[src/rtl/card_pkg.sv]
// Shared definitions for the card-payment terminal control stage.
// Contents: terminal state encoding (matches the 2-bit `state` bus read by the
// display stage), display amount limit and key increments, all in half-yuan units.
package card_pkg;

    typedef enum logic [1:0] {
        ST_OFF     = 2'b00,
        ST_HELLO   = 2'b01,
        ST_CONSUME = 2'b10,
        ST_RESULT  = 2'b11
    } state_e;

    // Largest amount the two-digit display can show (99.5).
    localparam logic [7:0] MAX_HALF = 8'd199;

    localparam logic [7:0] INC_HALF = 8'd1;
    localparam logic [7:0] INC_ONE  = 8'd2;

endpackage

[src/rtl/key_pulse.sv]
// Conditioning for one raw switch or button.
// A 2-flop synchronizer feeds a debouncer that accepts a new level only after
// it has differed from the accepted level for DEB_CYC consecutive cycles.
// Ports:
//   clk, rst_n : clock, asynchronous active-low reset
//   raw        : raw asynchronous input
//   level      : debounced level
//   pulse      : one-cycle pulse on a debounced rising edge (aligned with level)
module key_pulse #(
    parameter int unsigned DEB_CYC = 20
) (
    input  logic clk,
    input  logic rst_n,
    input  logic raw,
    output logic level,
    output logic pulse
);

    localparam int unsigned CW = (DEB_CYC > 1) ? $clog2(DEB_CYC) : 1;

    logic          s1_q, s2_q;
    logic          lvl_q, lvl_d;
    logic          pls_q, pls_d;
    logic [CW-1:0] cnt_q, cnt_d;

    always_comb begin
        lvl_d = lvl_q;
        cnt_d = '0;
        // Any cycle of agreement restarts the stability count.
        if (s2_q != lvl_q) begin
            if (cnt_q == CW'(DEB_CYC - 1)) begin
                lvl_d = s2_q;
            end else begin
                cnt_d = cnt_q + 1'b1;
            end
        end
        pls_d = lvl_d & ~lvl_q;
    end

    always_ff @(posedge clk or negedge rst_n) begin
        if (!rst_n) begin
            s1_q  <= 1'b0;
            s2_q  <= 1'b0;
            lvl_q <= 1'b0;
            pls_q <= 1'b0;
            cnt_q <= '0;
        end else begin
            s1_q  <= raw;
            s2_q  <= s1_q;
            lvl_q <= lvl_d;
            pls_q <= pls_d;
            cnt_q <= cnt_d;
        end
    end

    assign level = lvl_q;
    assign pulse = pls_q;

endmodule

[src/rtl/card_ctrl.sv]
// Control stage of the card-payment terminal (feeds the seven-segment stage).
// Runs the OFF/HELLO/CONSUME/RESULT machine and keeps the card balance.
// Optional feature: define CARD_TIMEOUT_EN to cancel a CONSUME session after
// TIMEOUT_CYC cycles without any key pulse.
// Ports:
//   clk_N, rst_n          : clock, asynchronous active-low reset
//   power, card_in        : raw level switches
//   bal_init[7:0]         : balance on the inserted card (half units)
//   key_half/one/clr/ok/cancel : raw buttons
//   state[1:0]            : 00 OFF, 01 HELLO, 10 CONSUME, 11 RESULT
//   cost[7:0], left[7:0]  : cost and remaining balance (half units)
//   cancel_flag, press    : RESULT entered by cancel / by confirm
module card_ctrl
    import card_pkg::*;
#(
    parameter int unsigned DEB_CYC     = 20,
    parameter int unsigned RESULT_CYC  = 3000,
    parameter int unsigned TIMEOUT_CYC = 10000
) (
    input  logic       clk_N,
    input  logic       rst_n,
    input  logic       power,
    input  logic       card_in,
    input  logic [7:0] bal_init,
    input  logic       key_half,
    input  logic       key_one,
    input  logic       key_clr,
    input  logic       key_ok,
    input  logic       key_cancel,
    output logic [1:0] state,
    output logic [7:0] cost,
    output logic [7:0] left,
    output logic       cancel_flag,
    output logic       press
);

    localparam int unsigned RW = (RESULT_CYC > 1) ? $clog2(RESULT_CYC) : 1;

    localparam int unsigned K_POWER  = 0;
    localparam int unsigned K_CARD   = 1;
    localparam int unsigned K_HALF   = 2;
    localparam int unsigned K_ONE    = 3;
    localparam int unsigned K_CLR    = 4;
    localparam int unsigned K_OK     = 5;
    localparam int unsigned K_CANCEL = 6;

    logic [6:0] raw_v, lvl_v, pls_v;

    assign raw_v = {key_cancel, key_ok, key_clr, key_one, key_half, card_in, power};

    for (genvar gi = 0; gi < 7; gi++) begin : g_key
        key_pulse #(.DEB_CYC(DEB_CYC)) u_key (
            .clk   (clk_N),
            .rst_n (rst_n),
            .raw   (raw_v[gi]),
            .level (lvl_v[gi]),
            .pulse (pls_v[gi])
        );
    end

    logic unused_sigs;
    assign unused_sigs = ^{lvl_v[6:2], pls_v[K_POWER]};

    state_e        state_q, state_d;
    logic [7:0]    cost_q, cost_d;
    logic [7:0]    left_q, left_d;
    logic [7:0]    bal_q, bal_d;
    logic          cancel_q, cancel_d;
    logic          press_q, press_d;
    logic [RW-1:0] rcnt_q, rcnt_d;
    logic [8:0]    sum_9;
    logic          timeout;

`ifdef CARD_TIMEOUT_EN
    logic [15:0] tcnt_q, tcnt_d;
    logic        key_any;

    assign key_any = |pls_v[6:2];

    always_comb begin
        tcnt_d = '0;
        if (state_q == ST_CONSUME && !key_any) begin
            tcnt_d = tcnt_q + 1'b1;
        end
    end

    assign timeout = (state_q == ST_CONSUME) && (tcnt_q == 16'(TIMEOUT_CYC));

    always_ff @(posedge clk_N or negedge rst_n) begin
        if (!rst_n) begin
            tcnt_q <= '0;
        end else begin
            tcnt_q <= tcnt_d;
        end
    end
`else
    logic [15:0] unused_tmo;
    assign unused_tmo = 16'(TIMEOUT_CYC);
    assign timeout    = 1'b0;
`endif

    // key_one takes precedence when both add buttons pulse together.
    assign sum_9 = {1'b0, cost_q} + (pls_v[K_ONE] ? {1'b0, INC_ONE} : {1'b0, INC_HALF});

    always_comb begin
        state_d  = state_q;
        cost_d   = cost_q;
        left_d   = left_q;
        bal_d    = bal_q;
        cancel_d = cancel_q;
        press_d  = press_q;
        rcnt_d   = rcnt_q;

        unique case (state_q)
            ST_OFF: begin
                if (lvl_v[K_POWER]) state_d = ST_HELLO;
            end
            ST_HELLO: begin
                cost_d = '0;
                left_d = '0;
                if (pls_v[K_CARD]) begin
                    state_d = ST_CONSUME;
                    bal_d   = (bal_init > MAX_HALF) ? MAX_HALF : bal_init;
                    left_d  = (bal_init > MAX_HALF) ? MAX_HALF : bal_init;
                end
            end
            ST_CONSUME: begin
                if (!lvl_v[K_CARD]) begin
                    state_d = ST_HELLO;
                    cost_d  = '0;
                    left_d  = '0;
                end else if (pls_v[K_CANCEL] || timeout) begin
                    state_d  = ST_RESULT;
                    cancel_d = 1'b1;
                    rcnt_d   = '0;
                end else if (pls_v[K_OK]) begin
                    state_d = ST_RESULT;
                    press_d = 1'b1;
                    bal_d   = bal_q - cost_q;
                    left_d  = bal_q - cost_q;
                    rcnt_d  = '0;
                end else if (pls_v[K_CLR]) begin
                    cost_d = '0;
                    left_d = bal_q;
                end else if (pls_v[K_HALF] || pls_v[K_ONE]) begin
                    if (sum_9 <= {1'b0, bal_q}) begin
                        cost_d = sum_9[7:0];
                        left_d = bal_q - sum_9[7:0];
                    end
                end
            end
            ST_RESULT: begin
                if (rcnt_q == RW'(RESULT_CYC - 1)) begin
                    state_d  = ST_HELLO;
                    cost_d   = '0;
                    left_d   = '0;
                    cancel_d = 1'b0;
                    press_d  = 1'b0;
                    rcnt_d   = '0;
                end else begin
                    rcnt_d = rcnt_q + 1'b1;
                end
            end
            default: state_d = ST_OFF;
        endcase

        if (!lvl_v[K_POWER]) begin
            state_d  = ST_OFF;
            cost_d   = '0;
            left_d   = '0;
            bal_d    = '0;
            cancel_d = 1'b0;
            press_d  = 1'b0;
            rcnt_d   = '0;
        end
    end

    always_ff @(posedge clk_N or negedge rst_n) begin
        if (!rst_n) begin
            state_q  <= ST_OFF;
            cost_q   <= '0;
            left_q   <= '0;
            bal_q    <= '0;
            cancel_q <= 1'b0;
            press_q  <= 1'b0;
            rcnt_q   <= '0;
        end else begin
            state_q  <= state_d;
            cost_q   <= cost_d;
            left_q   <= left_d;
            bal_q    <= bal_d;
            cancel_q <= cancel_d;
            press_q  <= press_d;
            rcnt_q   <= rcnt_d;
        end
    end

    assign state       = state_q;
    assign cost        = cost_q;
    assign left        = left_q;
    assign cancel_flag = cancel_q;
    assign press       = press_q;

endmodule

[config.mk]
export PLATFORM = sky130hd
export DESIGN_NAME = card_ctrl
export DESIGN_NICKNAME = d
export VERILOG_FILES = /design/src/rtl/card_pkg.sv /design/src/rtl/key_pulse.sv /design/src/rtl/card_ctrl.sv
export SDC_FILE = /design/constraint.sdc
export NUM_CORES = 1
export LEC_CHECK = 0
export ABC_AREA = 1
export CORE_MARGIN = 5
export CORE_UTILIZATION = 50
export CTS_CLUSTER_SIZE = 12
export DETAILED_ROUTE_END_ITERATION = 7
export DONT_BUFFER_PORTS = 1
export GPL_TIMING_DRIVEN = 0
export PLACE_DENSITY_LB_ADDON = 0.3
export SLEW_MARGIN = 20
export SYNTH_ARGS = -nofsm -noshare
export SYNTH_HDL_FRONTEND = slang
export SYNTH_SLANG_ARGS = --single-unit
[constraint.sdc]
create_clock -name clk_N -period 3.53 [get_ports clk_N]
set_input_delay 0.353 -clock clk_N [delete_from_list [all_inputs] [get_ports clk_N]]
set_output_delay 0.353 -clock clk_N [all_outputs]
set_load 0.005 [all_outputs]
==> results.md, run 1 <==
Layout:
- The area growth from synthesis to layout is 8.869%.
- The post-route netlist has 8.322% of its cells at a drive strength greater than 1.
- The area taken by multi-input logic gates is 0.002870 sq mm.
- The area taken by flip-flops and latches is 0.002554 sq mm.
- The final antenna diode count is 0.
- The count of nets after finishing is 796.
- The filler cells instantiated in the layout total 1019.

STA:
- The max-slew violation count is 0.
- The final worst slack is 0.3173 ns.
- Dividing the final minimum period by the clock period gives 91.01%.
- The pin slew with the least headroom to its limit is 0.5262 ns.
- The setup TNS after final layout is 0 ns.
- The time the final worst path needs with I/O delays and setup is 3.213 ns.
- Setup repair after global routing left no endpoint under its margin.
- Timing would allow up to 311.3 MHz.
- The max-slew headroom at the worst pin is 64.92%.
- The final setup skew is 0.01137 ns.
- The final hold slack is 0.02587 ns.
- The count of final hold-check violations came to 0.
- The count of endpoints failing setup in the final report is 0.

Global routing:
- In the global route stage, overall resource usage came out at 18.10%.
- The remaining global-route overflow is 0.
- The number of antenna violations at the first check in global routing came to 0.
- The via count of the first global-routing pass was 4569.
- The first-pass GRT wire length is 21.03 mm.
- The pin count of the biggest net entering global routing is 103.

Logic synthesis:
- Yosys printed 0 warnings.
- Sorting the synthesized cells by area gives the leading types as sky130_fd_sc_hd__dfrtp_1 (43%), sky130_fd_sc_hd__nand2_1 (10%), sky130_fd_sc_hd__ha_1 (7.6%).
- Yosys mapped a number of flops with a built-in enable equal to 0.
- The post-synthesis instance area is 0.005897 sq mm.
- The count of distinct cell types in the synthesized netlist is 42.
- The most area-hungry cell type in the Yosys netlist is sky130_fd_sc_hd__dfrtp_1.
- The number of nets in the synthesized netlist is 783.
- The share of async-settable or async-resettable flops after synthesis is 100.0%.
- The cell count after synthesis came out at 727.
- The portion of synthesized cell area occupied by the leading cell type is 43.28%.
- The dominant synthesized flop cell is sky130_fd_sc_hd__dfrtp_1.
- The number of register bits inferred by synthesis is 102.
- The sequential fraction of the synthesis area is 43.28%.
- Averaged over all synthesized cells, the footprint is 8.111 sq um.

Worst setup path:
- The startpoint type of the worst setup path is a flop.
- The capturing element type of the critical path is a flop.
- The worst-path maximum fanout is 10.
- The required time of the critical path is 3.76 ns.
- The data arrival time of the worst path is 3.44 ns.
- The type of the worst setup path is flop to flop.

Drt:
- The post-route DRC violation count is 0.
- The detailed-route wire length is 12.51 mm.
- Dividing the detail-routed wire length by the instance count gives 14.09 um.
- The vias per cell is 5.296.
- The total iterations of the first detailed-routing run is 5.
- Across all layers, the routed design uses 4703 vias.
- Once detail routing completed, the nets flagged for antenna violations numbered 0.
- The first routing iteration left 408 violations.

CTS:
- The clock insertion delay at the later pin of the skew report is 0.35 ns.
- The number of CTS-inserted buffers is 9.
- After clock tree synthesis, the clock-pin slew on the worst setup and hold paths is 0.07 ns.
- The clock passes through at most 2 buffers.
- The number of levels in the clock H-tree is 3.
- The clock tree from TritonCTS is built.
- The clock root buffer is sky130_fd_sc_hd__clkbuf_16.
- Counting every sink on the clock net gives 102.

Floorplan:
- The effective utilization at floorplan is 51.42%.
- The I/O pin count is 37.
- The floorplan die area is 0.01407 sq mm.
- In this run the horizontal extent of the chip is 118.6 um.
- The initialized floorplan defines 39 standard-cell rows.
- The total area inside the core boundary comes to 0.01147 sq mm.
- The die height is 118.6 um.

Place:
- In this run the tool buffered the top-level ports with 0 buffer cells.
- The congestion estimate from routability-driven global placement came to 0.9119.
- Detailed placement ended at an HPWL of 9.505 mm.
- The worst slack at placement is 0.2390 ns.

Status:
- The run finished with clean final reports.

Run:
- Max-cap violations in this run came to 0.

Hold path:
- The min-delay analysis places its worst path in the category input pin to flop.

Power:
- The leakage power of the design is 3.118 nW.
- Across the VDD grid, the largest voltage drop is 0.3142 mV.
- For this design the ratio of total power to cell area is 353.0 mW/mm^2.
[per-layer routing]
| metal | GRT usage [%] | part of all wire [%] | up-vias |
|---|---|---|---|
| met2 | 30.77 | 49 | 127 |
| met5 | 0 | 0 | - |
| met4 | 5.741 | 2.0 | 0 |
| met3 | 4.489 | 5.7 | 26 |
| met1 | 22.67 | 44 | 2187 |
| li1 | - | - | 2363 |
[repair_timing]
item                       4_1_cts  5_1_grt
setup endpoints to repair        0        7
resized for setup                0        3
buffers inserted                 0        0
hold buffers                     2        0
hold endpoints to repair       102        0
[layout by cell type (no fill, tap or decap), types with 3 or more instances in the layout]
cell type / n
sky130_fd_sc_hd__nor2_2: 4
sky130_fd_sc_hd__o211ai_1: 6
sky130_fd_sc_hd__inv_2: 8
sky130_fd_sc_hd__o21ai_0: 31
sky130_fd_sc_hd__o21ai_1: 7
sky130_fd_sc_hd__clkinv_4: 3
sky130_fd_sc_hd__nand2_1: 163
sky130_fd_sc_hd__xor2_1: 10
sky130_fd_sc_hd__inv_8: 3
sky130_fd_sc_hd__nand3_1: 43
sky130_fd_sc_hd__nand3b_1: 3
sky130_fd_sc_hd__nor3_2: 3
sky130_fd_sc_hd__o21ai_2: 8
sky130_fd_sc_hd__inv_1: 107
sky130_fd_sc_hd__buf_6: 4
sky130_fd_sc_hd__o21a_1: 8
sky130_fd_sc_hd__xnor2_1: 15
sky130_fd_sc_hd__fa_1: 3
sky130_fd_sc_hd__o21bai_1: 3
sky130_fd_sc_hd__nor3_1: 19
sky130_fd_sc_hd__nor2_1: 68
sky130_fd_sc_hd__nand2_2: 5
sky130_fd_sc_hd__ha_1: 36
sky130_fd_sc_hd__nand4_1: 6
sky130_fd_sc_hd__dfrtp_1: 101
sky130_fd_sc_hd__a21oi_1: 36
sky130_fd_sc_hd__o22ai_1: 5
sky130_fd_sc_hd__clkbuf_16: 9
[critical path: stages, from the launching register on]
cell	delay (ns)
sky130_fd_sc_hd__dfrtp_1	0.46
sky130_fd_sc_hd__ha_1	0.26
sky130_fd_sc_hd__fa_1	0.41
sky130_fd_sc_hd__nand2_1	0.13
sky130_fd_sc_hd__inv_1	0.08
sky130_fd_sc_hd__nand2_1	0.10
sky130_fd_sc_hd__xor2_2	0.18
sky130_fd_sc_hd__ha_1	0.31
sky130_fd_sc_hd__nand2_1	0.10
sky130_fd_sc_hd__nand2_1	0.06
sky130_fd_sc_hd__a21oi_1	0.17
sky130_fd_sc_hd__nand2_1	0.08
sky130_fd_sc_hd__nand2_1	0.05
sky130_fd_sc_hd__nand2_1	0.04
sky130_fd_sc_hd__nand2_1	0.05
sky130_fd_sc_hd__nand2_1	0.08
sky130_fd_sc_hd__nand3_1	0.15
sky130_fd_sc_hd__nand2_2	0.12
sky130_fd_sc_hd__buf_6	0.16
sky130_fd_sc_hd__nand2_1	0.05
sky130_fd_sc_hd__o21ai_1	0.06
[sequential cells by signal, indices dropped and copies added (netlist names)]
signal             cells
left                   8
press                  1
cost                   8
rcnt_q                12
g_key.u_key.level      7
cancel_flag            1
g_key.u_key.cnt_q     35
state                  2
g_key.u_key.pulse      6
g_key.u_key.s1_q       7
g_key.u_key.s2_q       7
bal_q                  8
[cell families (layout without fill, tap and decap cells)]
group,count (synthesis),count (layout),share of synthesized area (%)
fa+ha+maj,39,39,8.657
simple gates,324,324,24.17
flops,102,102,43.28
compound gates,113,113,11.59
xor+xnor,27,27,4.010
buf+inv,122,140,8.296
[per-stage QoR]
stage	instance area [sq um]	power, mW	utilization (%)	std cells
after floorplan	5897	1.282	-	727
after global placement	6076	1.290	52.98	870
after detailed placement	6076	1.296	52.98	870
after CTS	6404	2.292	55.84	888
after global routing	6420	2.362	55.98	888
final	6420	2.266	55.98	888
[synth_stat cells, types with 2 or more instances]
| library cell | count |
|---|---|
| sky130_fd_sc_hd__xor2_1 | 12 |
| sky130_fd_sc_hd__nand2_4 | 2 |
| sky130_fd_sc_hd__clkbuf_1 | 2 |
| sky130_fd_sc_hd__o21bai_1 | 3 |
| sky130_fd_sc_hd__nand2_2 | 5 |
| sky130_fd_sc_hd__o21ai_2 | 8 |
| sky130_fd_sc_hd__nand3b_1 | 3 |
| sky130_fd_sc_hd__nor4_1 | 2 |
| sky130_fd_sc_hd__a21oi_1 | 36 |
| sky130_fd_sc_hd__o21ai_0 | 31 |
| sky130_fd_sc_hd__buf_6 | 4 |
| sky130_fd_sc_hd__nor3_2 | 3 |
| sky130_fd_sc_hd__o21a_1 | 8 |
| sky130_fd_sc_hd__nor2_4 | 2 |
| sky130_fd_sc_hd__o221ai_1 | 2 |
| sky130_fd_sc_hd__nor2_2 | 4 |
| sky130_fd_sc_hd__nand3_1 | 43 |
| sky130_fd_sc_hd__dfrtp_1 | 102 |
| sky130_fd_sc_hd__inv_1 | 107 |
| sky130_fd_sc_hd__o22ai_1 | 5 |
| sky130_fd_sc_hd__nor2_1 | 68 |
| sky130_fd_sc_hd__inv_2 | 8 |
| sky130_fd_sc_hd__nand2_1 | 163 |
| sky130_fd_sc_hd__o21ai_1 | 7 |
| sky130_fd_sc_hd__xnor2_1 | 15 |
| sky130_fd_sc_hd__o211ai_1 | 6 |
| sky130_fd_sc_hd__ha_1 | 36 |
| sky130_fd_sc_hd__fa_1 | 3 |
| sky130_fd_sc_hd__nand4_1 | 6 |
| sky130_fd_sc_hd__nor3_1 | 19 |
[worst paths after layout]
kind	startpoint	endpoint	slack (ns)	cells past startpoint
min in group asynchronous	rst_n	cost[4]$_DFFE_PN0P_	0.58	2
max reg2reg	cost[0]$_DFFE_PN0P_	left[2]$_DFFE_PN0P_	0.32	20
max in group asynchronous	rst_n	state[1]$_DFFE_PN0P_	2.56	2
min reg2reg	g_key[3].u_key.s1_q$_DFF_PN0_	g_key[3].u_key.s2_q$_DFF_PN0_	0.35	0
max	cost[0]$_DFFE_PN0P_	left[2]$_DFFE_PN0P_	0.32	20
min	key_ok	g_key[5].u_key.s1_q$_DFF_PN0_	0.03	0
[report_power, final]
group / switching, mW / total [mW] / internal, mW
Sequential: 0.0206 / 1.22 / 1.20
Combinational: 0.0537 / 0.0830 / 0.0293
Clock: 0.471 / 0.967 / 0.496
[area by class of cell]
type | count | share of cell area, %
Buffer | 7 | 0.8965
Multi-Input combinational cell | 503 | 44.71
Tap cell | 143 | 2.787
Clock inverter | 7 | 1.013
Timing Repair Buffer | 2 | 0.5847
Inverter | 115 | 6.724
Sequential cell | 102 | 39.78
Clock buffer | 9 | 3.508
Power figures use the tool's default switching activity.
==> run 2, diff against run 1 <==
- CORE_MARGIN: 5 -> 2
==> results.md, run 2 (synthesized netlist as in run 1, its figures left out) <==
Status:
- Run status: finished, final reports clean (unchanged).

CTS:
- The clock tree buffer depth is 2 (unchanged).
- The clock root buffer is sky130_fd_sc_hd__clkbuf_16 (unchanged).
- The number of levels in the clock H-tree came to 3 (unchanged).
- The total clock sinks is 102 (unchanged).
- The clock-pin slew on the worst setup and hold paths is 0.07 ns (about the same).
- The clock tree from TritonCTS is built (unchanged).
- The number of CTS-inserted buffers came to 9 (unchanged).
- The clock insertion delay at the later pin of the skew report was 0.36 ns (was 0.35 ns).

STA:
- The count of endpoints failing setup in the final report is 0 (unchanged).
- The count of final hold-check violations was 0 (unchanged).
- The final cycle utilization of the critical path is 90.33% (was 91.01%).
- The pin slew with the least headroom to its limit is 0.5475 ns (was 0.5262 ns).
- The max-slew headroom at the worst pin is 63.50% (was 64.92%).
- Setup repair after global routing missed its margin: false (unchanged).
- The top achievable clock speed is 313.6 MHz (was 311.3 MHz).
- The max-slew violation count is 0 (unchanged).
- The final setup skew is 0.009934 ns (was 0.01137 ns).
- The time the final worst path needs with I/O delays and setup is 3.189 ns (was 3.213 ns).
- The setup TNS after final layout is 0 ns (unchanged).

Hold path:
- The path type of the worst min-delay path is input pin to flop (unchanged).
- The origin of the worst min-delay path is card_in (was key_ok).

Layout:
- The fraction of the core area covered by cells at the end of the flow is 56.10% (was 55.98%).
- The area growth from synthesis to layout was 9.102% (was 8.869%).
- The final antenna diode count is 0 (unchanged).
- The flip-flop count of the largest register after layout is 35 (unchanged).
- The final cell count without fillers came to 888 (unchanged).
- The area taken by flip-flops and latches came to 0.002554 sq mm (unchanged).
- The area taken by multi-input logic gates is 0.002885 sq mm (was 0.002870 sq mm).
- The count of nets after finishing is 797 (was 796).
- The share of layout cells above drive strength 1 was 8.725% (was 8.322%).
- Most frequent cells in the layout: sky130_fd_sc_hd__nand2_1 (162), sky130_fd_sc_hd__inv_1 (107), sky130_fd_sc_hd__dfrtp_1 (101) (was sky130_fd_sc_hd__nand2_1 (163), sky130_fd_sc_hd__inv_1 (107), sky130_fd_sc_hd__dfrtp_1 (101)).
- Largest registers: g_key.u_key.cnt_q: 35 flops, rcnt_q: 12 flops (unchanged).
- The count of filler cells inserted in the layout is 1045 (was 1019).
- The most common library cell in the layout ignoring fill and taps is sky130_fd_sc_hd__nand2_1 (unchanged).
- The top register by number of flip-flops is g_key.u_key.cnt_q (unchanged).

Power:
- The power density over the cells was 348.4 mW/mm^2 (was 353.0 mW/mm^2).
- The post-layout total power is 2.241 mW (was 2.266 mW).
- The leakage power of the design came to 3.131 nW (was 3.118 nW).
- The maximum vdd drop is 0.4675 mV (was 0.3142 mV).

Drt:
- The total iterations of the first detailed-routing run came to 5 (unchanged).
- The vias per cell is 5.304 (was 5.296).
- The detailed-route wire length is 12.52 mm (was 12.51 mm).
- The post-route DRC violation count is 0 (unchanged).
- The per-cell routed wire length is 14.10 um (was 14.09 um).
- The via total after detailed routing is 4710 (was 4703).
- The initial detailed-routing violation count is 308 (was 408).
- The post-route antenna net violation count is 0 (unchanged).

Worst setup path:
- The startpoint type of the worst setup path was a flop (unchanged).
- The type of the worst setup path is flop to flop (unchanged).
- The origin of the critical flop-to-flop path was cost[0]$_DFFE_PN0P_ (unchanged).
- The number of cells on the critical path is 20 (unchanged).
- The family of cells with the greatest summed delay on the critical path is adder cells (was simple AND/OR/NAND/NOR gates).
- The slack of the worst reg-to-reg path was 0.34 ns (was 0.32 ns).
- The stage delay of the slowest cell on the critical path is 0.46 ns (about the same).
- The worst setup path startpoint is cost[0]$_DFFE_PN0P_ (unchanged).
- Crit path cell chain: ha_1 > fa_1 > nand2_2 > inv_1 > nand2_1 > xor2_2 > ha_2 > nand2_1 > nand2_1 > a21oi_2 > nand2_1 > nand2_1 > nand2_1 > nand2_1 > nand2_1 > nand3_1 > nand2_2 > buf_6 > nand2_1 > o21ai_1 (was ha_1 > fa_1 > nand2_1 > inv_1 > nand2_1 > xor2_2 > ha_1 > nand2_1 > nand2_1 > a21oi_1 > nand2_1 > nand2_1 > nand2_1 > nand2_1 > nand2_1 > nand3_1 > nand2_2 > buf_6 > nand2_1 > o21ai_1).
- The cell with the biggest individual delay on the critical path is sky130_fd_sc_hd__dfrtp_1 (unchanged).
- The buffers plus inverters on the worst setup path is 2 (unchanged).
- The most numerous cell on the critical path is sky130_fd_sc_hd__nand2_1 (unchanged).
- The worst reg2reg path depth is 20 (unchanged).
- The capturing element type of the critical path is a flop (unchanged).
- The critical path capture point is left[6]$_DFFE_PN0P_ (was left[2]$_DFFE_PN0P_).
- The worst-path maximum fanout is 10 (unchanged).
- The required time of the critical path came to 3.77 ns (was 3.76 ns).
- The endpoint of the lowest-slack register-to-register path is left[6]$_DFFE_PN0P_ (was left[2]$_DFFE_PN0P_).
- The data arrival time of the worst path is 3.43 ns (was 3.44 ns).

Global routing:
- The total routing resource utilization after global routing is 21.22% (was 18.10%).
- The met2 track demand over resource in global routing is 34.57% (was 30.77%).
- The remaining global-route overflow was 0 (unchanged).
- The most used routing layer in global routing is met2 (unchanged).
- The number of antenna violations at the first check in global routing is 0 (unchanged).
- The first-pass GRT wire length is 21.63 mm (was 21.03 mm).
- The met1 track demand over resource in global routing came to 26.99% (was 22.67%).
- The met3 routing resource usage after global routing came to 6.156% (was 4.489%).
- The pin count of the biggest net entering global routing was 103 (unchanged).
- The via count of the first global-routing pass came to 4683 (was 4569).

Floorplan:
- The die height is 112.6 um (was 118.6 um).
- The die boundary width is 112.6 um (was 118.6 um).
- The effective utilization at floorplan is 51.42% (unchanged).
- The I/O pin count was 37 (unchanged).
- The area of the core region is 0.01147 sq mm (unchanged).
- The floorplan die area came to 0.01268 sq mm (was 0.01407 sq mm).
- The number of placement rows is 39 (unchanged).

Place:
- The half-perimeter wire length after detailed placement is 9.570 mm (was 9.505 mm).
- The number of buffers added on ports was 0 (unchanged).
- The routability congestion estimate came to 0.9159 (was 0.9119).
- The placed instance count is 870 (unchanged).

Run:
- The max-cap check violation count is 0 (unchanged).
run 2: stage by stage:
step | area, sq um | hold slack [ns] | setup WS, ns
finish | 6434 | 0.02339 | 0.3414
global route | 6434 | 0.0002502 | 0.05204
CTS | 6395 | 0.009087 | 0.1618
detailed placement | 6076 | 0.05952 | 0.2035
global placement | 6076 | 0.05946 | 0.1749
floorplan | 5897 | 0.05741 | 0.8086
run 2: where the power goes:
| part | internal (mW) | leakage [nW] | switching (mW) |
|---|---|---|---|
| Sequential | 1.20 | 1.37 | 0.0199 |
| Clock | 0.487 | 0.136 | 0.455 |
| Combinational | 0.0293 | 1.62 | 0.0542 |
run 2: timing repair:
| item | CTS | global route |
|---|---|---|
| hold buffers | 2 | 0 |
| hold endpoints to repair | 102 | 0 |
| setup endpoints to repair | 0 | 16 |
| resized for setup | 0 | 7 |
| setup buffers | 0 | 1 |
run 2: how the worst min path moves through the flow:
| stage | to | slack (ns) | cells past startpoint |
|---|---|---|---|
| floorplan | bal_q[0]$_DFFE_PN0P_ | 0.06 | 0 |
| global placement | cost[4]$_DFFE_PN0P_ | 0.06 | 0 |
| detailed placement | cost[4]$_DFFE_PN0P_ | 0.06 | 0 |
| CTS | g_key[6].u_key.s1_q$_DFF_PN0_ | 0.009 | 0 |
| global route | g_key[2].u_key.s1_q$_DFF_PN0_ | 0.0003 | 0 |
| finish | g_key[1].u_key.s1_q$_DFF_PN0_ | 0.02 | 0 |
run 2: layer usage:
metal | up-vias | share of wire (%) | wire (um)
li1 | 2368 | - | -
met1 | 2213 | 44 | 5482
met2 | 102 | 49 | 6100
met3 | 27 | 4.8 | 598
met4 | 0 | 2.7 | 342
met5 | - | 0 | 0
run 2: cell type report:
type,count,share of cell area (%)
multi-input combinational,503,44.85
sequential,102,39.69
inverter,115,6.709
clock buffer,9,3.501
tap,143,2.781
buffer,7,0.8946
clock inverter,6,0.8751
timing repair buffer,3,0.7001
==> run 3, diff against run 2 <==
- HOLD_SLACK_MARGIN: default -> 0.03
==> results.md, run 3 (synthesized netlist as in run 1, its figures left out) <==
Status:
- Run status: finished, final reports clean (unchanged).

Hold path:
- The cell depth of the worst hold path is 2 (was 0).
- The path type of the worst min-delay path is input pin to flop (unchanged).
- The origin of the worst min-delay path was bal_init[7] (was card_in).
- The hold-critical path endpoint is bal_q[7]$_DFFE_PN0P_ (was g_key[1].u_key.s1_q$_DFF_PN0_).

Drt:
- The vias per cell is 5.304 (about the same).
- The post-route antenna net violation count is 0 (unchanged).
- The detailed-route wire length was 12.53 mm (was 12.52 mm).
- The post-route DRC violation count is 0 (unchanged).
- The total iterations of the first detailed-routing run was 5 (unchanged).
- The via total after detailed routing is 4747 (was 4710).
- The initial detailed-routing violation count came to 256 (was 308).
- The per-cell routed wire length is 14.00 um (was 14.10 um).

STA:
- The count of final hold-check violations is 0 (unchanged).
- The top achievable clock speed came to 314.1 MHz (was 313.6 MHz).
- The count of endpoints failing setup in the final report was 0 (unchanged).
- The time the final worst path needs with I/O delays and setup is 3.184 ns (was 3.189 ns).
- The final hold slack is 0.1793 ns (was 0.02339 ns).
- The final setup skew is 0.009314 ns (was 0.009934 ns).
- The final worst slack is 0.3461 ns (was 0.3414 ns).
- The max-slew headroom at the worst pin came to 63.06% (was 63.50%).
- The max-slew violation count is 0 (unchanged).
- The pin slew with the least headroom to its limit is 0.5541 ns (was 0.5475 ns).
- The setup TNS after final layout was 0 ns (unchanged).
- Setup repair after global routing missed its margin: false (unchanged).
- The final cycle utilization of the critical path is 90.20% (was 90.33%).

Layout:
- The post-layout instance area is 0.006504 sq mm (was 0.006434 sq mm).
- The flip-flop count of the largest register after layout is 35 (unchanged).
- The area growth from synthesis to layout is 10.29% (was 9.102%).
- The most common library cell in the layout ignoring fill and taps is sky130_fd_sc_hd__nand2_1 (unchanged).
- Largest registers: g_key.u_key.cnt_q: 35 flops, rcnt_q: 12 flops (unchanged).
- The top register by number of flip-flops is g_key.u_key.cnt_q (unchanged).
- The share of layout cells above drive strength 1 is 8.644% (was 8.725%).
- The count of nets after finishing is 804 (was 797).
- The fraction of the core area covered by cells at the end of the flow is 56.72% (was 56.10%).
- The final antenna diode count came to 0 (unchanged).
- The final cell count without fillers is 895 (was 888).
- Most frequent cells in the layout: sky130_fd_sc_hd__nand2_1 (162), sky130_fd_sc_hd__inv_1 (107), sky130_fd_sc_hd__dfrtp_1 (101) (unchanged).

Global routing:
- The remaining global-route overflow came to 0 (unchanged).
- The total routing resource utilization after global routing is 21.28% (was 21.22%).
- The number of antenna violations at the first check in global routing came to 0 (unchanged).
- The pin count of the biggest net entering global routing is 103 (unchanged).
- The via count of the first global-routing pass was 4714 (was 4683).
- The first-pass GRT wire length is 21.70 mm (was 21.63 mm).

Floorplan:
- The effective utilization at floorplan came to 51.42% (unchanged).
- The die boundary width is 112.6 um (unchanged).
- The number of placement rows is 39 (unchanged).
- The I/O pin count is 37 (unchanged).
- The die height is 112.6 um (unchanged).
- The floorplan die area is 0.01268 sq mm (unchanged).
- The area of the core region came to 0.01147 sq mm (unchanged).

Place:
- The placed instance count is 870 (unchanged).
- The half-perimeter wire length after detailed placement is 9.570 mm (unchanged).
- The worst slack at placement is 0.2035 ns (unchanged).
- The cell area reported after detailed placement is 0.006076 sq mm (unchanged).
- The routability congestion estimate is 0.9159 (unchanged).
- The number of buffers added on ports came to 0 (unchanged).

Run:
- The max-cap check violation count is 0 (unchanged).

Worst setup path:
- The capturing element type of the critical path is a flop (unchanged).
- The slack of the worst reg-to-reg path is 0.35 ns (was 0.34 ns).
- The required time of the critical path came to 3.77 ns (about the same).
- The stage delay of the slowest cell on the critical path is 0.46 ns (about the same).
- The most numerous cell on the critical path was sky130_fd_sc_hd__nand2_1 (unchanged).
- The worst-path maximum fanout is 10 (unchanged).
- The cell with the biggest individual delay on the critical path is sky130_fd_sc_hd__dfrtp_1 (unchanged).
- The worst reg2reg path depth is 20 (unchanged).
- The family of cells with the greatest summed delay on the critical path is adder cells (unchanged).
- Crit path cell chain: ha_1 > fa_1 > nand2_2 > inv_1 > nand2_1 > xor2_2 > ha_2 > nand2_1 > nand2_1 > a21oi_2 > nand2_1 > nand2_1 > nand2_1 > nand2_1 > nand2_1 > nand3_1 > nand2_2 > buf_6 > nand2_1 > o21ai_1 (unchanged).
- The endpoint of the lowest-slack register-to-register path is left[4]$_DFFE_PN0P_ (was left[6]$_DFFE_PN0P_).
- The origin of the critical flop-to-flop path is cost[0]$_DFFE_PN0P_ (unchanged).
- The data arrival time of the worst path is 3.42 ns (was 3.43 ns).
- The startpoint type of the worst setup path is a flop (unchanged).
- The type of the worst setup path is flop to flop (unchanged).
- The buffers plus inverters on the worst setup path is 2 (unchanged).

Power:
- The leakage power of the design is 3.160 nW (was 3.131 nW).
- The power density over the cells is 345.5 mW/mm^2 (was 348.4 mW/mm^2).
- The post-layout total power is 2.247 mW (was 2.241 mW).
- The maximum vdd drop is 0.4673 mV (was 0.4675 mV).

CTS:
- The clock insertion delay at the later pin of the skew report is 0.36 ns (about the same).
- The clock-pin slew on the worst setup and hold paths came to 0.07 ns (about the same).
- The number of levels in the clock H-tree is 3 (unchanged).
- The total clock sinks is 102 (unchanged).
- The clock tree buffer depth is 2 (unchanged).
- The clock tree from TritonCTS is built (unchanged).
- The clock root buffer is sky130_fd_sc_hd__clkbuf_16 (unchanged).
- The number of CTS-inserted buffers was 9 (unchanged).
-- run 3: power by group --
part	internal (mW)	leakage [nW]	switching (mW)
clock network	0.487	0.136	0.455
logic	0.0344	1.65	0.0552
registers	1.20	1.37	0.0199
-- run 3: layout make-up --
type | count | area, sq um
Sequential cell | 102 | 2554
Buffer | 7 | 57.56
Timing Repair Buffer | 10 | 115.1
Clock inverter | 6 | 56.30
Fill cell | 1038 | 4964
Clock buffer | 9 | 225.2
Multi-Input combinational cell | 503 | 2885
Tap cell | 143 | 178.9
Inverter | 115 | 431.7
-- run 3: how the worst max path moves through the flow --
stage / cells past startpoint / slack [ns] / endpoint / startpoint
floorplan: 20 / 0.81 / cost[4]$_DFFE_PN0P_ / cost[0]$_DFFE_PN0P_
global placement: 20 / 0.17 / left[2]$_DFFE_PN0P_ / g_key[3].u_key.pulse$_DFF_PN0_
detailed placement: 20 / 0.20 / left[6]$_DFFE_PN0P_ / g_key[3].u_key.pulse$_DFF_PN0_
CTS: 20 / 0.16 / left[4]$_DFFE_PN0P_ / g_key[3].u_key.pulse$_DFF_PN0_
global route: 20 / 0.05 / left[6]$_DFFE_PN0P_ / cost[0]$_DFFE_PN0P_
finish: 20 / 0.35 / left[4]$_DFFE_PN0P_ / cost[0]$_DFFE_PN0P_
-- run 3: timing repair --
action	CTS	global route
hold endpoints to repair	109	0
endpoints found under the setup margin	0	16
buffers inserted	0	1
gates resized for setup	0	7
hold buffers	9	0
-- run 3: worst register-to-register path: stages, from the launching register on --
cell                      delay, ns
sky130_fd_sc_hd__dfrtp_1       0.46
sky130_fd_sc_hd__ha_1          0.26
sky130_fd_sc_hd__fa_1          0.41
sky130_fd_sc_hd__nand2_2       0.11
sky130_fd_sc_hd__inv_1         0.07
sky130_fd_sc_hd__nand2_1       0.10
sky130_fd_sc_hd__xor2_2        0.19
sky130_fd_sc_hd__ha_2          0.34
sky130_fd_sc_hd__nand2_1       0.08
sky130_fd_sc_hd__nand2_1       0.06
sky130_fd_sc_hd__a21oi_2       0.17
sky130_fd_sc_hd__nand2_1       0.07
sky130_fd_sc_hd__nand2_1       0.05
sky130_fd_sc_hd__nand2_1       0.04
sky130_fd_sc_hd__nand2_1       0.05
sky130_fd_sc_hd__nand2_1       0.08
sky130_fd_sc_hd__nand3_1       0.15
sky130_fd_sc_hd__nand2_2       0.11
sky130_fd_sc_hd__buf_6         0.16
sky130_fd_sc_hd__nand2_1       0.05
sky130_fd_sc_hd__o21ai_1       0.06
-- run 3: layer usage --
metal	global-route usage, %	vias up	wire [um]
met5	0	-	0
met4	8.049	0	376
met3	6.102	32	606
met2	34.69	116	6095
met1	26.99	2215	5455
li1	-	2384	-
==> RTL edit 1 (settings of run 3) <==
Set the parameter `RESULT_CYC` to 1500 (it was 3000).
--- a/src/rtl/card_ctrl.sv
+++ b/src/rtl/card_ctrl.sv
@@ -16,3 +16,3 @@
     parameter int unsigned DEB_CYC     = 20,
-    parameter int unsigned RESULT_CYC  = 3000,
+    parameter int unsigned RESULT_CYC  = 1500,
     parameter int unsigned TIMEOUT_CYC = 10000
Behaviour: no difference found for any inputs over 10 cycles, from zero or initial values and one cycle with rst_n low; that may be too few to reach the edited logic, so the function may still have changed.
==> RTL edit 1 against run 3 <==
Wire length fell by 3.8%. Design area fell by 1.2%. Worst setup slack got worse by 0.063 ns. Area after synthesis fell by 1.1%. Clock power rose by 8%. First-iteration DRC count rose by 63%. Sequential cell count fell by 1. Power rose by 2.8%. Via count fell by 2.3%. Largest cell class unchanged.
==> RTL edit 1: results (changes against run 3) <==
Run status
  • Status: complete, no violations

Cells and area
  • Final #Nets: 789 (-1.9%)
  • Synthesis-to-finish area growth: 10.2% (about the same)
  • Layout filler cell count: 1,074 (+3.5%)
  • Share of cells above drive strength 1: 7.86% (-0.78 points)
  • Biggest regs: g_key.u_key.cnt_q (35), rcnt_q (11)

Logic synthesis
  • Top post-synthesis cells by area: dfrtp_1 (43%), nand2_1 (9.7%), ha_1 (7.7%)
  • Synth warn: 0 (unchanged)
  • Synth Area in Compound Gates: 11.1% (-0.49 points)
  • Unique masters post-synth: 42 (unchanged)
  • XOR/XNOR Fraction of Synth Area: 4.05% (+0.045 points)
  • Top cells by count, synth: nand2_1 (150), inv_1 (107), dfrtp_1 (101), nor2_1 (70), nand3_1 (48)
  • Adder-Cell Fraction of Synth Area: 8.75% (+0.097 points)
  • Cells after Synth: 713 (-1.9%)
  • Syn nets: 769 (-1.8%)
  • Register area share after synthesis: 43.3% (+0.054 points)

GRT
  • GR Util met1: 26.1% (-0.93 points)
  • GRT Resource Usage Total: 20.8% (-0.50 points)
  • First-pass GRT wire length: 21.4 mm (-1.5%)
  • GR Util met3: 3.70% (-2.4 points)
  • Grt total ovfl: 0 (unchanged)
  • Pin count of the biggest net entering global routing: 102 (-0.97%)
  • Vias in the first global route: 4,747 (+0.70%)
  • Met2 Track Usage GR: 35.9% (+1.2 points)

Timing
  • Max_slew headroom: 51.8% (-11 points)
  • Hold slack final: 0.166 ns (-0.0135 ns)
  • Setup WS post-layout: 0.283 ns (-0.0627 ns)
  • Setup Skew: 0.00774 ns (-0.00157 ns)

Min path
  • Hold_sp: bal_init[7]
  • Hold path depth: 2 (unchanged)

Drt
  • Initial DRC Count: 416 (+63%)
  • Vias/cell: 5.27 (-0.72%)
  • Wirelength per Cell: 13.7 microns (-2.3%)
  • Detailed Route WL: 12.1 mm (-3.8%)
  • Routed Antenna Nets: 0 (unchanged)
  • WL met2: 5.96 mm (-2.2%)
  • Metal-1 WL: 5.32 mm (-2.6%)
  • Met3 WL post-DR: 406 microns (-33%)

Setup path
  • Top delay family on crit path: simple AND/OR/NAND/NOR gates
  • R2R setup slack: 0.28 ns (-0.06 ns)
  • Reg2reg end: left[3]$_DFFE_PN0P_
  • Arr. time, crit path: 3.48 ns (+0.06 ns)

Place
  • Detailed Place HPWL: 9.06 mm (-5.3%)
  • Inst Count DP: 856 (-1.6%)
  • Final Wtd Congestion: 0.922 (+0.70%)
  • Placed instance area: 6010 sq um (-1.1%)
  • Place WS: 0.292 ns (+0.0883 ns)

Power and ir drop
  • Seq pwr share: 52.1% (-2.0 points)
  • Switching share of power: 22.3% (-1.2 points)
  • Pleak: 3.12 nW (-1.2%)
  • Pwr Density: 360 nW/um^2 (+4.1%)
  • Comb pwr share: 3.8% (-0.2 points)
  • Worst IR drop on VDD: 377 uV (-19%)
[RTL edit 1: changes by cell type in the layout (fill, tap and decap cells not counted), moves of 3 or more]
cell / run 3 / this run
o21ai_1: 7 / 2
xnor2_1: 15 / 12
nor3b_1: 0 / 3
xor2_1: 10 / 15
nand3_1: 43 / 48
nand2_1: 162 / 150
o21ai_2: 8 / 11
inv_2: 8 / 4
[RTL edit 1: logic make-up after synthesis]
kind of cell,Yosys count
xor+xnor,27
buf+inv,118
flops,101
simple gates,322
fa+ha+maj,39
compound gates,106
[RTL edit 1: cell type report]
cell class              count  share of cell area [%]
plain buffers               7                   0.779
clock buffers              11                    3.78
clock inverters             5                    1.01
inverters                 111                    6.48
multi-input cells         494                    44.2
flip-flops and latches    101                    39.3
well taps                 143                    2.78
repair buffers              9                    1.67
==> RTL edit 2 (flow settings as in run 3) <==
Made on the original files. Add an input register stage for `key_cancel`; this delays it by one clock. The other inputs are not delayed to match.
--- a/src/rtl/card_ctrl.sv
+++ b/src/rtl/card_ctrl.sv
@@ -46,5 +46,11 @@
 
+    logic key_cancel_q;
+
+    always_ff @(posedge clk_N) begin
+        key_cancel_q <= key_cancel;
+    end
+
     logic [6:0] raw_v, lvl_v, pls_v;
 
-    assign raw_v = {key_cancel, key_ok, key_clr, key_one, key_half, card_in, power};
+    assign raw_v = {key_cancel_q, key_ok, key_clr, key_one, key_half, card_in, power};
 
Check against the original RTL: no difference found for any inputs over 10 cycles, from zero or initial values and one cycle with rst_n low; that may be too few to reach the edited logic, so the function may still have changed.
==> RTL edit 2 against run 3 <==
The flow now finishes with violations (DRC). Clock power increased by 3.3%. Combinational power increased by 0.4%. Area after synthesis increased by 0.72%. Worst setup slack got worse by 0.0048 ns. Non-clock buffer count decreased by 2. Design area increased by 0.54%. Sequential cell count increased by 1. Global-route usage about the same. Power increased by 1.9%. Wire length decreased by 0.34%. Synthesized cell count increased by 1.2%. Largest cell class unchanged. Largest power group unchanged. Highest routed layer unchanged.
==> RTL edit 2: results (changes against run 3) <==
Clock network
  • Setup Fix Bufs, Post-CTS: 0 (unchanged)
  • Reg clk slew, reported paths: 0.07 ns (about the same)
  • Clock root cell: clkbuf_16
  • Max clock buf depth: 2 (unchanged)
  • H-tree depth: 3 (unchanged)
  • Clock Latency Late Sink: 0.36 ns (about the same)
  • Num CTS Buffers: 9 (unchanged)

Min path
  • Hold_sp: bal_init[7]
  • Hold endpoint: bal_q[7]$_DFFE_PN0P_
  • HP Class: in2reg

Drt
  • DRT Pass-1 Iters: 8 (+3)
  • DRC Markers: 2 (+2)
  • Routed vias: 4,751 (+0.084%)
  • Initial DRC Count: 377 (+47%)
  • Detailed Route WL: 12.5 mm (-0.34%)
  • Routed Antenna Nets: 0 (unchanged)

Logic synthesis
  • Share of flip-flops with an asynchronous set or reset: 99.0% (-0.97 points)
  • Synth warn: 0 (unchanged)
  • Adder-Cell Fraction of Synth Area: 8.59% (-0.062 points)
  • Syn nets: 792 (+1.1%)
  • XOR/XNOR Fraction of Synth Area: 4.13% (+0.12 points)
  • Register area share after synthesis: 43.3% (about the same)
  • Synth Area in Compound Gates: 10.6% (-0.95 points)
  • Top post-synthesis cells by area: dfrtp_1 (43%), nand2_1 (10%), ha_1 (7.6%)
  • Unique masters post-synth: 46 (+9.5%)
  • Top cells by count, synth: nand2_1 (165), inv_1 (108), dfrtp_1 (102), nor2_1 (78), nand3_1 (59)
  • Post-synthesis mux area share: 0% (unchanged)

Place
  • Final Wtd Congestion: 0.893 (-2.5%)
  • Number of I/O port buffers: 0 (unchanged)
  • Place WS: 0.253 ns (+0.0492 ns)
  • Detailed Place HPWL: 9.52 mm (-0.54%)

Timing
  • Max_slew headroom: 55.9% (-7.2 points)
  • Setup Skew: 0.0135 ns (+0.00421 ns)
  • Setup violators final: 0 (unchanged)
  • Fmax achieved: 0.314 GHz (-0.15%)
  • Final hold violations: 0 (unchanged)

GRT
  • First-pass GRT wire length: 21.6 mm (-0.54%)
  • Pin count of the biggest net entering global routing: 103 (unchanged)
  • Vias in the first global route: 4,591 (-2.6%)
  • GRT Resource Usage Total: 21.2% (-0.037 points)

Power and ir drop
  • Worst IR drop on VDD: 354 uV (-24%)
  • Pleak: 3.19 nW (+0.86%)

Cells and area
  • Final #Nets: 812 (+1.0%)
  • Share of cells above drive strength 1: 7.36% (-1.3 points)
  • ANT cells: 0 (unchanged)
  • Biggest regs: g_key.u_key.cnt_q (35), rcnt_q (12)
  • Layout filler cell count: 1,034 (-0.39%)

Setup path
  • Top delay family on crit path: simple AND/OR/NAND/NOR gates
  • CP max-delay cell: dfrtp_2
  • R2R setup slack: 0.34 ns
  • Reg2reg path depth: 23 (+15%)
  • Arr. time, crit path: 3.43 ns (about the same)
  • Peak fanout along the critical path: 10 (unchanged)
  • Reg2reg end: left[4]$_DFFE_PN0P_
  • Reg2reg start: g_key[3].u_key.pulse$_DFF_PN0_
  • CP max stage delay: 0.43 ns (-0.03 ns)

Run status
  • Failing checks: DRC
  • Status: finished, violations left
RTL edit 2: power by group:
| part | switching [mW] | internal [mW] | leakage (nW) | total [mW] |
|---|---|---|---|---|
| Clock | 0.465 | 0.507 | 0.139 | 0.973 |
| Sequential | 0.0196 | 1.21 | 1.38 | 1.23 |
| Combinational | 0.0551 | 0.0348 | 1.67 | 0.0900 |
RTL edit 2: what timing repair did:
item	CTS	global route
hold endpoints to repair	109	0
hold buffers	9	0
setup endpoints to repair	0	15
gates resized for setup	0	5
RTL edit 2: logic make-up (layout without fill, tap and decap cells):
family,after synthesis,after routing
flops,103,103
fa+ha+maj,39,39
simple gates,340,340
buf+inv,122,147
compound gates,104,104
xor+xnor,28,28
RTL edit 2: worst max-delay path by stage:
stage,startpoint,endpoint,cells past startpoint
4_1_cts,g_key[3].u_key.pulse$_DFF_PN0_,left[4]$_DFFE_PN0P_,23
2_1_floorplan,g_key[3].u_key.pulse$_DFF_PN0_,left[2]$_DFFE_PN0P_,23
3_5_place_dp,g_key[3].u_key.pulse$_DFF_PN0_,left[4]$_DFFE_PN0P_,23
6_report,g_key[3].u_key.pulse$_DFF_PN0_,left[4]$_DFFE_PN0P_,23
3_3_place_gp,g_key[3].u_key.pulse$_DFF_PN0_,left[6]$_DFFE_PN0P_,23
5_1_grt,cost[0]$_DFFE_PN0P_,left[1]$_DFFE_PN0P_,22
RTL edit 2: final cells by class:
| type | instances | share of cell area [%] |
|---|---|---|
| inverters | 116 | 6.77 |
| plain buffers | 6 | 0.746 |
| clock buffers | 10 | 3.65 |
| flip-flops and latches | 103 | 39.4 |
| multi-input cells | 511 | 44.3 |
| well taps | 143 | 2.74 |
| repair buffers | 9 | 1.65 |
| clock inverters | 6 | 0.785 |
RTL edit 2: stage by stage:
step,instances,instance area (sq um),hold slack [ns]
detailed placement,879,6120,0.0616
floorplan,736,5940,0.0574
global route,904,6540,0.160
CTS,904,6520,0.163
finish,904,6540,0.173
global placement,879,6120,0.0616
RTL edit 2: routing by layer:
layer  track usage [%]  vias up  wire (microns)
met2              33.4      108            5740
met4              6.42        0             246
met1              28.8     2213            5740
met3              6.21       17             761
met5                 0        -               0
li1                  -     2413               -
RTL edit 2: worst reg2reg max path: cells and delay by family, from the launching register on:
| family | cells | cell delay (ns) |
|---|---|---|
| AND/OR/NAND/NOR | 13 | 1.11 |
| adder cells (fa/ha/maj) | 3 | 0.86 |
| buffers and inverters | 5 | 0.47 |
| flip-flops | 1 | 0.43 |
| AO/OA/AOI/OAI | 2 | 0.21 |
